File: src/rtl/reveal_sequencer.sv
// Minesweeper reveal map owner: reveals a requested cell and flood-fills zero regions by repeated grid sweeps.
// Optional REVEAL_WIN_DETECT_EN adds a registered 'win' output evaluated when each request finishes.
module reveal_sequencer #(
    parameter int GRID_SIZE  = 3,
    parameter int STATE_SIZE = 4,
    parameter int IDX_W      = 4
) (
    input  logic                                    clock,
    input  logic                                    reset,
    input  logic                                    clear,
    input  logic                                    start,
    input  logic [IDX_W-1:0]                        start_idx,
    input  logic [GRID_SIZE*GRID_SIZE-1:0]          bomb_grid,
    input  logic [STATE_SIZE*GRID_SIZE*GRID_SIZE-1:0] counts,
    output logic [GRID_SIZE*GRID_SIZE-1:0]          reveal_grid,
    output logic                                    busy,
    output logic                                    done,
    output logic                                    hit_bomb
`ifdef REVEAL_WIN_DETECT_EN
    ,
    output logic                                    win
`endif
);

    localparam int N = GRID_SIZE * GRID_SIZE;
    localparam logic [IDX_W-1:0] LAST_IDX = IDX_W'(N - 1);

    typedef enum logic [1:0] {
        IDLE,
        CHECK,
        SWEEP,
        FINISH
    } state_t;

    state_t          state;
    logic [IDX_W-1:0] idx;
    logic [IDX_W-1:0] scan;
    logic             changed;

    logic [IDX_W-1:0]      sel_idx;
    logic [STATE_SIZE-1:0] sel_count;
    logic                  sel_bomb;
    logic                  sel_revealed;
    int unsigned           sel_row;
    int unsigned           sel_col;
    logic [N-1:0]          nbr_mask;
    logic [N-1:0]          new_bits;
    logic [N-1:0]          start_onehot;

    // CHECK inspects the latched request; SWEEP inspects the scan cell.
    assign sel_idx = (state == CHECK) ? idx : scan;

    always_comb begin
        sel_count    = '0;
        sel_bomb     = 1'b0;
        sel_revealed = 1'b0;
        sel_row      = 0;
        sel_col      = 0;
        for (int unsigned i = 0; i < N; i++) begin
            if (sel_idx == IDX_W'(i)) begin
                sel_count    = counts[i*STATE_SIZE +: STATE_SIZE];
                sel_bomb     = bomb_grid[i];
                sel_revealed = reveal_grid[i];
                sel_row      = i / GRID_SIZE;
                sel_col      = i % GRID_SIZE;
            end
        end
    end

    // Row/column distance test keeps the mask from wrapping across row edges.
    always_comb begin
        nbr_mask = '0;
        for (int unsigned i = 0; i < N; i++) begin
            if ((i / GRID_SIZE) + 1 >= sel_row && (i / GRID_SIZE) <= sel_row + 1 &&
                (i % GRID_SIZE) + 1 >= sel_col && (i % GRID_SIZE) <= sel_col + 1 &&
                !((i / GRID_SIZE) == sel_row && (i % GRID_SIZE) == sel_col)) begin
                nbr_mask[i] = 1'b1;
            end
        end
    end

    always_comb begin
        new_bits = '0;
        if (sel_revealed && !sel_bomb && sel_count == '0) begin
            new_bits = nbr_mask & ~bomb_grid & ~reveal_grid;
        end
    end

    assign start_onehot = N'(1) << start_idx;

    always_ff @(posedge clock) begin
        if (!reset || clear) begin
            state       <= IDLE;
            reveal_grid <= '0;
            busy        <= 1'b0;
            done        <= 1'b0;
            hit_bomb    <= 1'b0;
            idx         <= '0;
            scan        <= '0;
            changed     <= 1'b0;
`ifdef REVEAL_WIN_DETECT_EN
            win         <= 1'b0;
`endif
        end else begin
            done <= 1'b0;
            case (state)
                IDLE: begin
                    if (start) begin
                        hit_bomb <= 1'b0;
                        busy     <= 1'b1;
`ifdef REVEAL_WIN_DETECT_EN
                        win      <= 1'b0;
`endif
                        if (start_idx <= LAST_IDX) begin
                            reveal_grid <= reveal_grid | start_onehot;
                            idx         <= start_idx;
                            state       <= CHECK;
                        end else begin
                            state <= FINISH;
                        end
                    end
                end
                CHECK: begin
                    if (sel_bomb) begin
                        hit_bomb <= 1'b1;
                        state    <= FINISH;
                    end else if (sel_count == '0) begin
                        scan    <= '0;
                        changed <= 1'b0;
                        state   <= SWEEP;
                    end else begin
                        state <= FINISH;
                    end
                end
                SWEEP: begin
                    reveal_grid <= reveal_grid | new_bits;
                    if (scan == LAST_IDX) begin
                        // Another pass is needed if anything changed, including this cell.
                        if (changed || (|new_bits)) begin
                            scan    <= '0;
                            changed <= 1'b0;
                        end else begin
                            state <= FINISH;
                        end
                    end else begin
                        scan    <= scan + 1'b1;
                        changed <= changed | (|new_bits);
                    end
                end
                FINISH: begin
                    done  <= 1'b1;
                    busy  <= 1'b0;
`ifdef REVEAL_WIN_DETECT_EN
                    win   <= (&(reveal_grid | bomb_grid)) && !hit_bomb;
`endif
                    state <= IDLE;
                end
                default: state <= IDLE;
            endcase
        end
    end

endmodule

File: config.mk
export PLATFORM = sky130hd
export DESIGN_NAME = reveal_sequencer
export DESIGN_NICKNAME = d
export VERILOG_FILES = /design/src/rtl/reveal_sequencer.sv
export SDC_FILE = /design/constraint.sdc
export NUM_CORES = 1
export LEC_CHECK = 0
export ABC_AREA = 1
export BUFFER_PORTS_ARGS = -buffer_cell sky130_fd_sc_hd__clkbuf_2
export CAP_MARGIN = 20
export CORE_ASPECT_RATIO = 1.1
export CORE_MARGIN = 10
export CORE_UTILIZATION = 50
export CTS_BUF_LIST = sky130_fd_sc_hd__clkbuf_16
export CTS_CLUSTER_SIZE = 30
export DETAILED_ROUTE_END_ITERATION = 8
export PLACE_DENSITY = 0.9
export SLEW_MARGIN = 20
export SYNTH_ARGS = -nofsm -noshare
export SYNTH_HDL_FRONTEND = slang
export SYNTH_SLANG_ARGS = --single-unit
File: constraint.sdc
create_clock -name clock -period 3.7 [get_ports clock]
set_clock_uncertainty 0.05 [all_clocks]
set_input_delay 0.185 -clock clock [delete_from_list [all_inputs] [get_ports clock]]
set_output_delay 0.185 -clock clock [all_outputs]
set_load 0.005 [all_outputs]
==> results of run 1 <==
[cell families after synthesis]
family,Yosys count,share of synthesized area [%]
adders and majority gates,6,3.55
DFF,23,21.8
and+or+nand+nor,211,52.3
AOI/OAI and AO/OA,48,13.0
buffers and inverters,50,9.35
[critical path, stage by stage, from the launching register on]
cell	delay, ps
dfxtp_1	330
inv_1	120
ha_1	470
inv_2	180
nand2_2	110
nand2_2	90
nor2_2	230
nand2_1	160
o21ai_1	140
inv_1	50
nand2_1	60
nand4_1	70
nand2_1	150
nand2_2	80
clkinv_2	90
nand2_1	80
nor3_2	180
nor2_2	90
nand2_1	110
nand2_2	70
nand3_2	100
nand2_1	50
a21oi_1	120
[layer usage]
layer / GRT usage [%] / vias up / share of wire (%)
li1: - / 1241 / -
met1: 22.1 / 1084 / 41
met2: 28.9 / 124 / 47
met3: 2.36 / 10 / 11
met4: 5.26 / 0 / 1.5
met5: 0 / - / 0
[power groups by stage]
stage                     combinational, mW  sequential (mW)  clock [mW]
after CTS                             0.216            0.260       0.239
after global routing                  0.246            0.261       0.248
after floorplan                       0.154            0.264           0
after global placement                0.214            0.265           0
final                                 0.218            0.261       0.234
after detailed placement              0.215            0.266           0
[Yosys cell counts (2+ instances only)]
cell type and n:
nand3b_1 3, nand3_1 18, nand2_1 88, clkinv_1 2
inv_1 40, nor4_1 8, o21ai_0 10, nor2_4 7
o32ai_1 2, inv_2 4, o211ai_1 4, nand3_2 2
nand2_2 14, o22ai_1 2, or2_2 6, a21oi_1 21
nor2_1 32, nor3_1 7, o21ai_1 4, nand2_4 8
dfxtp_1 23, nand4_1 12, nor2_2 3, ha_1 6
[area by class of cell]
type                            count  area, sq um
Fill cell                         399         1470
Multi-Input combinational cell    265         1460
Sequential cell                    23          460
Timing Repair Buffer               64          320
Inverter                           47          178
Clock buffer                        3         75.1
Tap cell                           52         65.1
Clock inverter                      1         5.00
[registers in the layout (all words and copies together) (netlist names)]
register,cells
reveal_grid,9
idx,4
scan,4
state,2
busy,1
changed,1
done,1
hit_bomb,1
[worst paths after layout]
check	slack, ps	from	to
min reg2reg	430	idx[0]$_SDFFE_PP0P_	idx[0]$_SDFFE_PP0P_
max reg2reg	430	state[1]$_SDFFE_PP0P_	state[0]$_SDFFE_PP0P_
min	160	start_idx[2]	idx[2]$_SDFFE_PP0P_
max	430	state[1]$_SDFFE_PP0P_	state[0]$_SDFFE_PP0P_
[through the flow]
stage | hold WS (ps) | area, sq um | util [%] | cells
final | 160 | 2560 | 63.6 | 455
after global routing | 186 | 2560 | 63.6 | 455
after CTS | 158 | 2560 | 63.6 | 455
after detailed placement | 418 | 2480 | 61.6 | 451
after global placement | 408 | 2480 | 61.6 | 451
after floorplan | 283 | 2110 | - | 338
==> run_results.csv, run 1 <==
group,metric,value,unit
final_layout,final_cell_mix,"nand2_1 (88), clkbuf_2 (64), inv_1 (40), nor2_1 (32), dfxtp_1 (23)",
synth,yosys-top-cells-area,"dfxtp_1 (22%), nand2_1 (16%), inv_1 (7.1%)",
global_routing,grt_max_degree,18,
route,wire_per_inst,14.0,um
final_layout,drive_gt1_share,29.0,%
sta,finalSetupViolCount,0,
final_layout,syn_to_final_growth,21.1,%
die,pin_count,65,
synth,synth_edf_count,0,
final_layout,final_common_cell,"nand2_1",
route,first_pass_iters,5,
flow_run,cap_violations,0,
placement,place_congestion,0.980,
sta,finalCritPeriodShare,88.5,%
synth,yosysUniqueCellTypes,36,
synth,ys_warn_count,0,
synth,synth_flop_cell,"dfxtp_1",
global_routing,grt_first_pass_wirelength,10.3,mm
sta,fin_crit,3270,ps
setup_path,crit_path_start_kind,"register",
worst_hold_path,hold_depth,3,
route,postRouteAntennaNets,0,
die,die_area,7230,sq um
route,drtIter0Drc,219,
die,die_x,82.0,um
synth,synthArstFlopShare,0,%
global_routing,grt_use_total,17.2,%
setup_path,worstPathRequired,3820,ps
route,via_count,2459,
synth,ys_seq_elements,23,
placement,hpwlAfterDp,5.34,mm
power_and_ir_drop,share_comb_of_total_power,30.6,%
sta,worst_slew_pin_slew,625,ps
clock_tree,h-tree-depth,1,
power_and_ir_drop,seqPwrFrac,36.6,%
placement,port-buffer-count,64,
sta,rsz0062_at_grt,"false",
clock_tree,postCtsSetupRepairBufs,0,
clock_tree,clock_path_buffers,2,
route,drc,0,
sta,setup-tns-final,0,ps
sta,hold_violations,0,
final_layout,final_nets,463,
synth,synth_fp_nets,397,
sta,drv_slew,0,
synth,syn_avg_cell_area,6.25,sq um
global_routing,gr-total-overflow,0,
synth,synth_largest_area_cell,"dfxtp_1",
setup_path,critPathKind,"register to register",
die,start_util,52.5,%
clock_tree,cts_hold_buf,0,
die,fp-row-count,24,
global_routing,grt_pass1_vias,2304,
clock_tree,clkTransAtPathRegs,60,ps
clock_tree,cts_made_buffers,3,
clock_tree,clock_latency,260,ps
clock_tree,cts-root-buf,"clkbuf_16",
route,avgViaCountPerCell,5.40,
power_and_ir_drop,pwr-share-clk,32.8,%
route,routed_wl,6.37,mm
global_routing,antenna_found_initial,0,
setup_path,end_kind,"register",
outcome,status,"completed",
power_and_ir_drop,p_leak,1.21,nW
synth,seq_area_frac_synth,21.8,%
setup_path,arrival,3400,ps
sta,slew_headroom,58.0,%
sta,final.setup.worst_slack,426,ps
clock_tree,cts_resized,0,
power_and_ir_drop,p_sw,0.234,mW
worst_hold_path,hp-class,"input port to register",
die,die_height,88.2,um
power_and_ir_drop,powerDensity,278,nW/um^2
setup_path,worstPathMaxFanout,13,
power_and_ir_drop,p_total,0.712,mW
setup_path,worstRegToRegCells,22,
clock_tree,cts_sinks,23,
synth,synth_area,2110,sq um
placement,pre_cts_slack,487,ps
power_and_ir_drop,peakVddDrop,275,uV
synth,synth_top_cell_area_share,21.8,%
die,core-area,4020,sq um
final_layout,diodes,0,
power_and_ir_drop,intPower,0.478,mW
synth,synth_cells,338,
sta,fmax,305,MHz
clock_tree,cts_tree,"yes",
power_and_ir_drop,sw_frac_of_total,32.8,%
Power figures use the tool's default switching activity.
==> run 2, diff against run 1 <==
--- a/config.mk
+++ b/config.mk
@@ -5,12 +5,11 @@
 export SDC_FILE = /design/constraint.sdc
 export NUM_CORES = 1
 export LEC_CHECK = 0
-export ABC_AREA = 1
 export BUFFER_PORTS_ARGS = -buffer_cell sky130_fd_sc_hd__clkbuf_2
 export CAP_MARGIN = 20
 export CORE_ASPECT_RATIO = 1.1
 export CORE_MARGIN = 10
-export CORE_UTILIZATION = 50
+export CORE_UTILIZATION = 48
 export CTS_BUF_LIST = sky130_fd_sc_hd__clkbuf_16
 export CTS_CLUSTER_SIZE = 30
 export DETAILED_ROUTE_END_ITERATION = 8
==> constraint.sdc (replaced) <==
create_clock -name clock -period 2.9 [get_ports clock]
set_clock_uncertainty 0.05 [all_clocks]
set_input_delay 0.145 -clock clock [delete_from_list [all_inputs] [get_ports clock]]
set_output_delay 0.145 -clock clock [all_outputs]
set_load 0.005 [all_outputs]
==> run 2 against run 1 <==
The flow now finishes with violations (negative setup slack). Total power increased by 29%. Sequential share of layout area is 4.0 points lower. Global-route usage increased by 3.5 points. Clock power increased by 25%. Critical path type unchanged. Largest power group unchanged. Highest routed layer unchanged.
==> run_results.csv, run 2 <==
group,metric,value,unit
route,drtIter0Drc,426,
die,die_x,85.3,um
clock_tree,h-tree-depth,1,
synth,synthArstFlopShare,0,%
sta,final.setup.worst_slack,-226,ps
sta,fmax,320,MHz
power_and_ir_drop,peakVddDrop,338,uV
final_layout,largest_reg_flops,9,
placement,hpwlAfterDp,6.07,mm
power_and_ir_drop,share_comb_of_total_power,31.7,%
synth,synth.most_common_cell,"nor2_1",
sta,holdWs,142,ps
die,pin_count,65,
power_and_ir_drop,powerDensity,277,nW/um^2
global_routing,use_met2,34.6,%
sta,rsz0062_at_grt,"true",
setup_path,worstPathRequired,3000,ps
synth,synth_fp_nets,339,
setup_path,worstPathMaxFanout,10,
synth,synth_top_cell_area_share,20.5,%
setup_path,critPathMaxStageDelay,400,ps
power_and_ir_drop,p_sw,0.275,mW
sta,drv_slew,0,
outcome,status,"complete, but fails checks",
synth,synth_flop_cell,"dfxtp_1",
clock_tree,clock_latency,250,ps
global_routing,grt.busiest_layer,"met2",
setup_path,critPathKind,"register to register",
sta,finalCritPeriodShare,108,%
clock_tree,clock_path_buffers,2,
synth,ys_warn_count,0,
synth,seq_area_frac_synth,20.5,%
final_layout,fillCellCount,312,
power_and_ir_drop,p_leak,1.35,nW
global_routing,gr-total-overflow,0,
die,fp-row-count,26,
placement,place_congestion,0.946,
worst_hold_path,hp-class,"input port to register",
global_routing,met3_usage,6.81,%
synth,synth_area,2250,sq um
setup_path,end_kind,"register",
clock_tree,cts-root-buf,"clkbuf_16",
final_layout,final_util,72.0,%
global_routing,antenna_found_initial,0,
sta,worst_slew_pin_slew,723,ps
global_routing,grt_max_degree,15,
route,wire_per_inst,22.1,um
final_layout,final_common_cell,"clkbuf_2",
outcome,violations,"negative setup slack",
final_layout,register_area,462,sq um
clock_tree,cts_sinks,23,
power_and_ir_drop,p_total,0.916,mW
final_layout,final_nets,446,
final_layout,regMostFlops,"reveal_grid",
global_routing,met1_usage,21.9,%
flow_run,cap_violations,0,
power_and_ir_drop,seqPwrFrac,36.4,%
final_layout,top_regs,"reveal_grid x9, idx x4, scan x4",
power_and_ir_drop,sw_frac_of_total,30.0,%
synth,yosys-top-cells-area,"dfxtp_1 (20%), nor2_1 (5.7%), nand2_1 (3.5%)",
clock_tree,cts_hold_buf,0,
global_routing,grt_use_total,20.8,%
power_and_ir_drop,intPower,0.641,mW
die,core-area,4590,sq um
setup_path,arrival,3230,ps
clock_tree,cts_tree,"yes",
sta,hold_violations,0,
setup_path,path_cells,"ha_4, buf_12, mux2i_4, buf_4, and2_1, o22ai_1, a211oi_2, o22ai_4, buf_4, nor3_4, a41oi_2, a21oi_1",
synth,ys_seq_elements,23,
setup_path,cp_common_cell,"buf_4",
die,die_area,7830,sq um
synth,syn_avg_cell_area,8.04,sq um
route,routed_wl,9.75,mm
final_layout,drive_gt1_share,45.9,%
sta,slew_headroom,51.7,%
synth,synth.top_cells.by_count,"nor2_1 (34), dfxtp_1 (23), nand2_1 (21)",
route,postRouteAntennaNets,0,
synth,synth_largest_area_cell,"dfxtp_1",
final_layout,final_cell_mix,"clkbuf_2 (64), buf_4 (45), nor2_1 (33), dfxtp_1 (22), nand2_1 (20)",
global_routing,grt_first_pass_wirelength,13.8,mm
final_layout,syn_to_final_growth,46.8,%
final_layout,multi_input_area,1900,sq um
sta,finalSetupViolCount,9,
setup_path,slowest_stage,"dfxtp_1",
power_and_ir_drop,pwr-share-clk,31.9,%
synth,synth_edf_count,0,
route,avgViaCountPerCell,6.86,
die,start_util,49.1,%
synth,synth_cells,280,
setup_path,crit_path_start_kind,"register",
clock_tree,clkTransAtPathRegs,60,ps
clock_tree,cts_made_buffers,3,
route,drc,0,
route,first_pass_iters,5,
global_routing,grt_pass1_vias,2934,
die,die_height,91.8,um
synth,yosysUniqueCellTypes,75,
route,via_count,3031,
placement,port-buffer-count,64,
placement,pre_cts_slack,-160,ps
final_layout,diodes,0,
sta,fin_crit,3130,ps
-- run 2: changes by cell type after synthesis, moves of 5 or more --
cell      delta
nand4_1      -8
buf_2        +5
nand2_4      -8
nor2_4       -7
nand2_2     -14
nand2_1     -67
nand3_1      -7
a21oi_1      -9
a31oi_1      +5
inv_1       -31
nand2b_1     +7
-- run 2: what timing repair did --
item / CTS / global route
resized for setup: 19 / 30
pin swaps: 6 / 21
cloned: 2 / 2
setup buffers: 6 / 8
setup endpoints to repair: 15 / 15
-- run 2: logic make-up (layout without fill, tap and decap cells) --
group                    count (synthesis)  after routing  share of synthesized area, %
AND/OR/NAND/NOR                        126            126                          31.9
AO/OA/AOI/OAI                           83             83                          28.2
XOR/XNOR                                 6              6                          2.33
buffers and inverters                   25            128                          6.50
multiplexers                            11             14                          7.28
flip-flops                              23             23                          20.5
adder cells (fa/ha/maj)                  6              6                          3.34
-- run 2: power by group through the flow --
stage / combinational (mW) / sequential, mW / clock, mW
final: 0.291 / 0.333 / 0.292
after global routing: 0.307 / 0.334 / 0.300
after CTS: 0.242 / 0.331 / 0.293
after detailed placement: 0.219 / 0.336 / 0
after global placement: 0.213 / 0.335 / 0
after floorplan: 0.131 / 0.333 / 0
-- run 2: through the flow --
step	setup TNS [ps]	cells	instance area [sq um]
2_1_floorplan	0	280	2250
3_3_place_gp	-236	420	2800
3_5_place_dp	-1240	420	2800
4_1_cts	0	432	3040
5_1_grt	-1830	442	3300
6_report	-835	442	3300
-- run 2: final cells by class --
cell class / count / area share, %
inverters: 9 / 1.10
flip-flops and latches: 23 / 14.0
repair buffers: 115 / 23.0
multi-input cells: 235 / 57.4
clock inverters: 1 / 0.114
well taps: 56 / 2.12
clock buffers: 3 / 2.27
-- run 2: path summary, 6_finish.rpt --
kind | from | endpoint | slack, ps | cells after the start
setup / recovery | state[0]$_SDFFE_PP0P_ | reveal_grid[0]$_SDFFE_PP0P_ | -230 | 12
hold reg to reg | busy$_SDFFE_PP0P_ | busy$_SDFFE_PP0P_ | 440 | 2
hold / removal | start_idx[0] | idx[0]$_SDFFE_PP0P_ | 140 | 3
setup reg to reg | state[0]$_SDFFE_PP0P_ | reveal_grid[0]$_SDFFE_PP0P_ | -230 | 12
-- run 2: per-layer routing --
| metal | routed length [um] | vias up |
|---|---|---|
| met1 | 3350 | 1348 |
| met4 | 721 | 0 |
| li1 | - | 1292 |
| met5 | 0 | - |
| met2 | 4430 | 286 |
| met3 | 1240 | 105 |
-- run 2: worst max-delay path, delay by kind of cell, from the launching register on --
family	cells	cell delay, ps
muxes	1	230
buffers and inverters	3	510
DFF	1	400
AOI/OAI and AO/OA	5	1070
and+or+nand+nor	2	500
adders and majority gates	1	250
==> run 3, diff against run 2 <==
--- a/config.mk
+++ b/config.mk
@@ -14,6 +14,7 @@
 export CTS_CLUSTER_SIZE = 30
 export DETAILED_ROUTE_END_ITERATION = 8
 export PLACE_DENSITY = 0.9
+export SKIP_LAST_GASP = 1
 export SLEW_MARGIN = 20
 export SYNTH_ARGS = -nofsm -noshare
 export SYNTH_HDL_FRONTEND = slang
==> constraint.sdc (replaced) <==
create_clock -name clock -period 2.9 [get_ports clock]
set_clock_uncertainty 0.05 [all_clocks]
set_input_delay 0.87 -clock clock [delete_from_list [all_inputs] [get_ports clock]]
set_output_delay 0.87 -clock clock [all_outputs]
set_load 0.005 [all_outputs]
==> run 3 against run 2 <==
The run still ends with negative setup slack left. Core utilization shrank 1.2 points. Cell count grew 1.1%. Total power is essentially flat. Register-to-register slack gained 70 ps. Global-route usage shrank 1.0 points. Largest power group unchanged. Sequential share of layout area grew 0.24 points.
==> run_results.csv, run 3 (synthesis gave the netlist of run 2 again) <==
group,metric,value,unit
outcome,status,"complete, but fails checks",
outcome,violations,"negative setup slack",
route,drtIter0Drc,369,
placement,place_congestion,0.973,
global_routing,grt_max_degree,15,
clock_tree,h-tree-depth,1,
sta,slew_headroom,56.3,%
global_routing,grt_pass1_vias,2790,
sta,hold_violations,0,
route,wire_per_inst,20.6,um
power_and_ir_drop,intPower,0.643,mW
sta,drv_slew,0,
final_layout,syn_to_final_growth,44.4,%
power_and_ir_drop,peakVddDrop,491,uV
die,core-area,4590,sq um
die,die_x,85.3,um
placement,placedInstanceArea,2820,sq um
setup_path,critPathKind,"register to register",
final_layout,regMostFlops,"reveal_grid",
clock_tree,cts_tree,"yes",
sta,holdWs,439,ps
global_routing,grt_use_total,19.7,%
route,first_pass_iters,6,
sta,fmax,328,MHz
setup_path,arrival,3160,ps
power_and_ir_drop,share_comb_of_total_power,31.0,%
sta,worst_slew_pin_slew,655,ps
power_and_ir_drop,seqPwrFrac,36.1,%
die,die_area,7830,sq um
route,avgViaCountPerCell,6.57,
final_layout,drive_gt1_share,44.5,%
die,fp-row-count,26,
worst_hold_path,hold_depth,2,
sta,finalSetupViolCount,8,
setup_path,r2r_slack,-150,ps
placement,pre_cts_slack,-236,ps
sta,final.setup.worst_slack,-151,ps
flow_run,cap_violations,0,
die,pin_count,65,
route,drc,0,
setup_path,worstPathRequired,3010,ps
worst_hold_path,hp-class,"register to register",
clock_tree,clkTransAtPathRegs,60,ps
clock_tree,clock_latency,260,ps
sta,fin_crit,3050,ps
final_layout,final_cell_mix,"clkbuf_2 (64), buf_4 (53), nor2_1 (33), dfxtp_1 (22), nand2_1 (20)",
sta,rsz0062_at_grt,"true",
setup_path,crit_path_start_kind,"register",
final_layout,fillCellCount,331,
setup_path,end_kind,"register",
clock_tree,cts-root-buf,"clkbuf_16",
global_routing,antenna_found_initial,0,
power_and_ir_drop,powerDensity,282,nW/um^2
route,via_count,2938,
setup_path,reg2reg_from,"state[1]$_SDFFE_PP0P_",
worst_hold_path,worstHoldStart,"busy$_SDFFE_PP0P_",
worst_hold_path,holdPathEnd,"busy$_SDFFE_PP0P_",
final_layout,largest_reg_flops,9,
power_and_ir_drop,p_sw,0.274,mW
final_layout,diodes,0,
placement,hpwlAfterDp,6.19,mm
final_layout,stdcell_count,447,
final_layout,final_util,70.8,%
global_routing,grt_first_pass_wirelength,13.1,mm
setup_path,r2r-end,"state[1]$_SDFFE_PP0P_",
final_layout,design_area,3250,sq um
placement,dp.cells,423,
die,start_util,49.1,%
final_layout,top_regs,"reveal_grid x9, idx x4, scan x4",
die,die_height,91.8,um
power_and_ir_drop,pwr-share-clk,32.9,%
setup_path,worstPathMaxFanout,7,
route,postRouteAntennaNets,0,
setup_path,worstRegToRegCells,13,
clock_tree,cts_made_buffers,3,
global_routing,gr-total-overflow,0,
placement,port-buffer-count,64,
power_and_ir_drop,sw_frac_of_total,29.9,%
final_layout,final_nets,451,
route,routed_wl,9.21,mm
setup_path,crit_start,"state[1]$_SDFFE_PP0P_",
clock_tree,cts_sinks,23,
clock_tree,clock_path_buffers,2,
final_layout,final_common_cell,"clkbuf_2",
sta,finalCritPeriodShare,105,%
power_and_ir_drop,p_leak,1.36,nW
==> run 3: power groups by stage <==
stage / Sequential (mW) / Clock [mW] / Combinational (mW)
4_1_cts: 0.330 / 0.299 / 0.239
6_report: 0.331 / 0.302 / 0.284
3_3_place_gp: 0.335 / 0 / 0.216
2_1_floorplan: 0.333 / 0 / 0.131
5_1_grt: 0.331 / 0.316 / 0.302
3_5_place_dp: 0.336 / 0 / 0.222
==> run 3: routing by layer <==
metal  vias up  GRT usage [%]  share of wire [%]
li1       1298              -                  -
met3        74           5.04                 12
met2       227           33.3                 46
met1      1339           21.7                 36
met5         -              0                  0
met4         0           11.8                6.3
==> run 3: cell type report <==
| class | instances | area [sq um] | share of cell area, % |
|---|---|---|---|
| Clock buffer | 3 | 75.1 | 2.31 |
| Inverter | 9 | 33.8 | 1.04 |
| Multi-Input combinational cell | 233 | 1820 | 55.9 |
| Tap cell | 56 | 70.1 | 2.16 |
| Sequential cell | 23 | 462 | 14.2 |
| Clock inverter | 1 | 5.00 | 0.154 |
| Timing Repair Buffer | 122 | 787 | 24.2 |
==> run 3: how the worst max path moves through the flow <==
stage | endpoint | slack [ps] | depth (start not counted)
finish | state[1]$_SDFFE_PP0P_ | -150 | 13
global route | state[0]$_SDFFE_PP0P_ | -210 | 13
CTS | scan[0]$_SDFFE_PP0P_ | 10 | 11
detailed placement | scan[0]$_SDFFE_PP0P_ | -240 | 11
global placement | state[0]$_SDFFE_PP0P_ | -110 | 8
floorplan | state[0]$_SDFFE_PP0P_ | 30 | 7
==> run 3: what timing repair did <==
action,CTS,global route
setup buffers,3,16
pin swaps,4,20
gates cloned,1,0
resized for setup,12,26
hold buffers,0,0
endpoints found under the setup margin,15,15
==> run 3: per-stage QoR <==
| stage | TNS, ps | total power, mW |
|---|---|---|
| 3_5_place_dp | -2080 | 0.558 |
| 2_1_floorplan | 0 | 0.463 |
| 3_3_place_gp | -824 | 0.551 |
| 6_report | -549 | 0.917 |
| 4_1_cts | 0 | 0.868 |
| 5_1_grt | -1120 | 0.949 |
==> run 3: worst max-delay path, cell delays in order (launching register included) <==
cell	delay, ps
dfxtp_2	350
inv_2	60
ha_4	180
buf_8	130
buf_4	140
mux2_4	360
buf_4	180
a21oi_1	210
a2bb2oi_1	260
a211oi_1	90
o22ai_2	290
or4b_4	240
nand3_1	130
a221oi_4	260
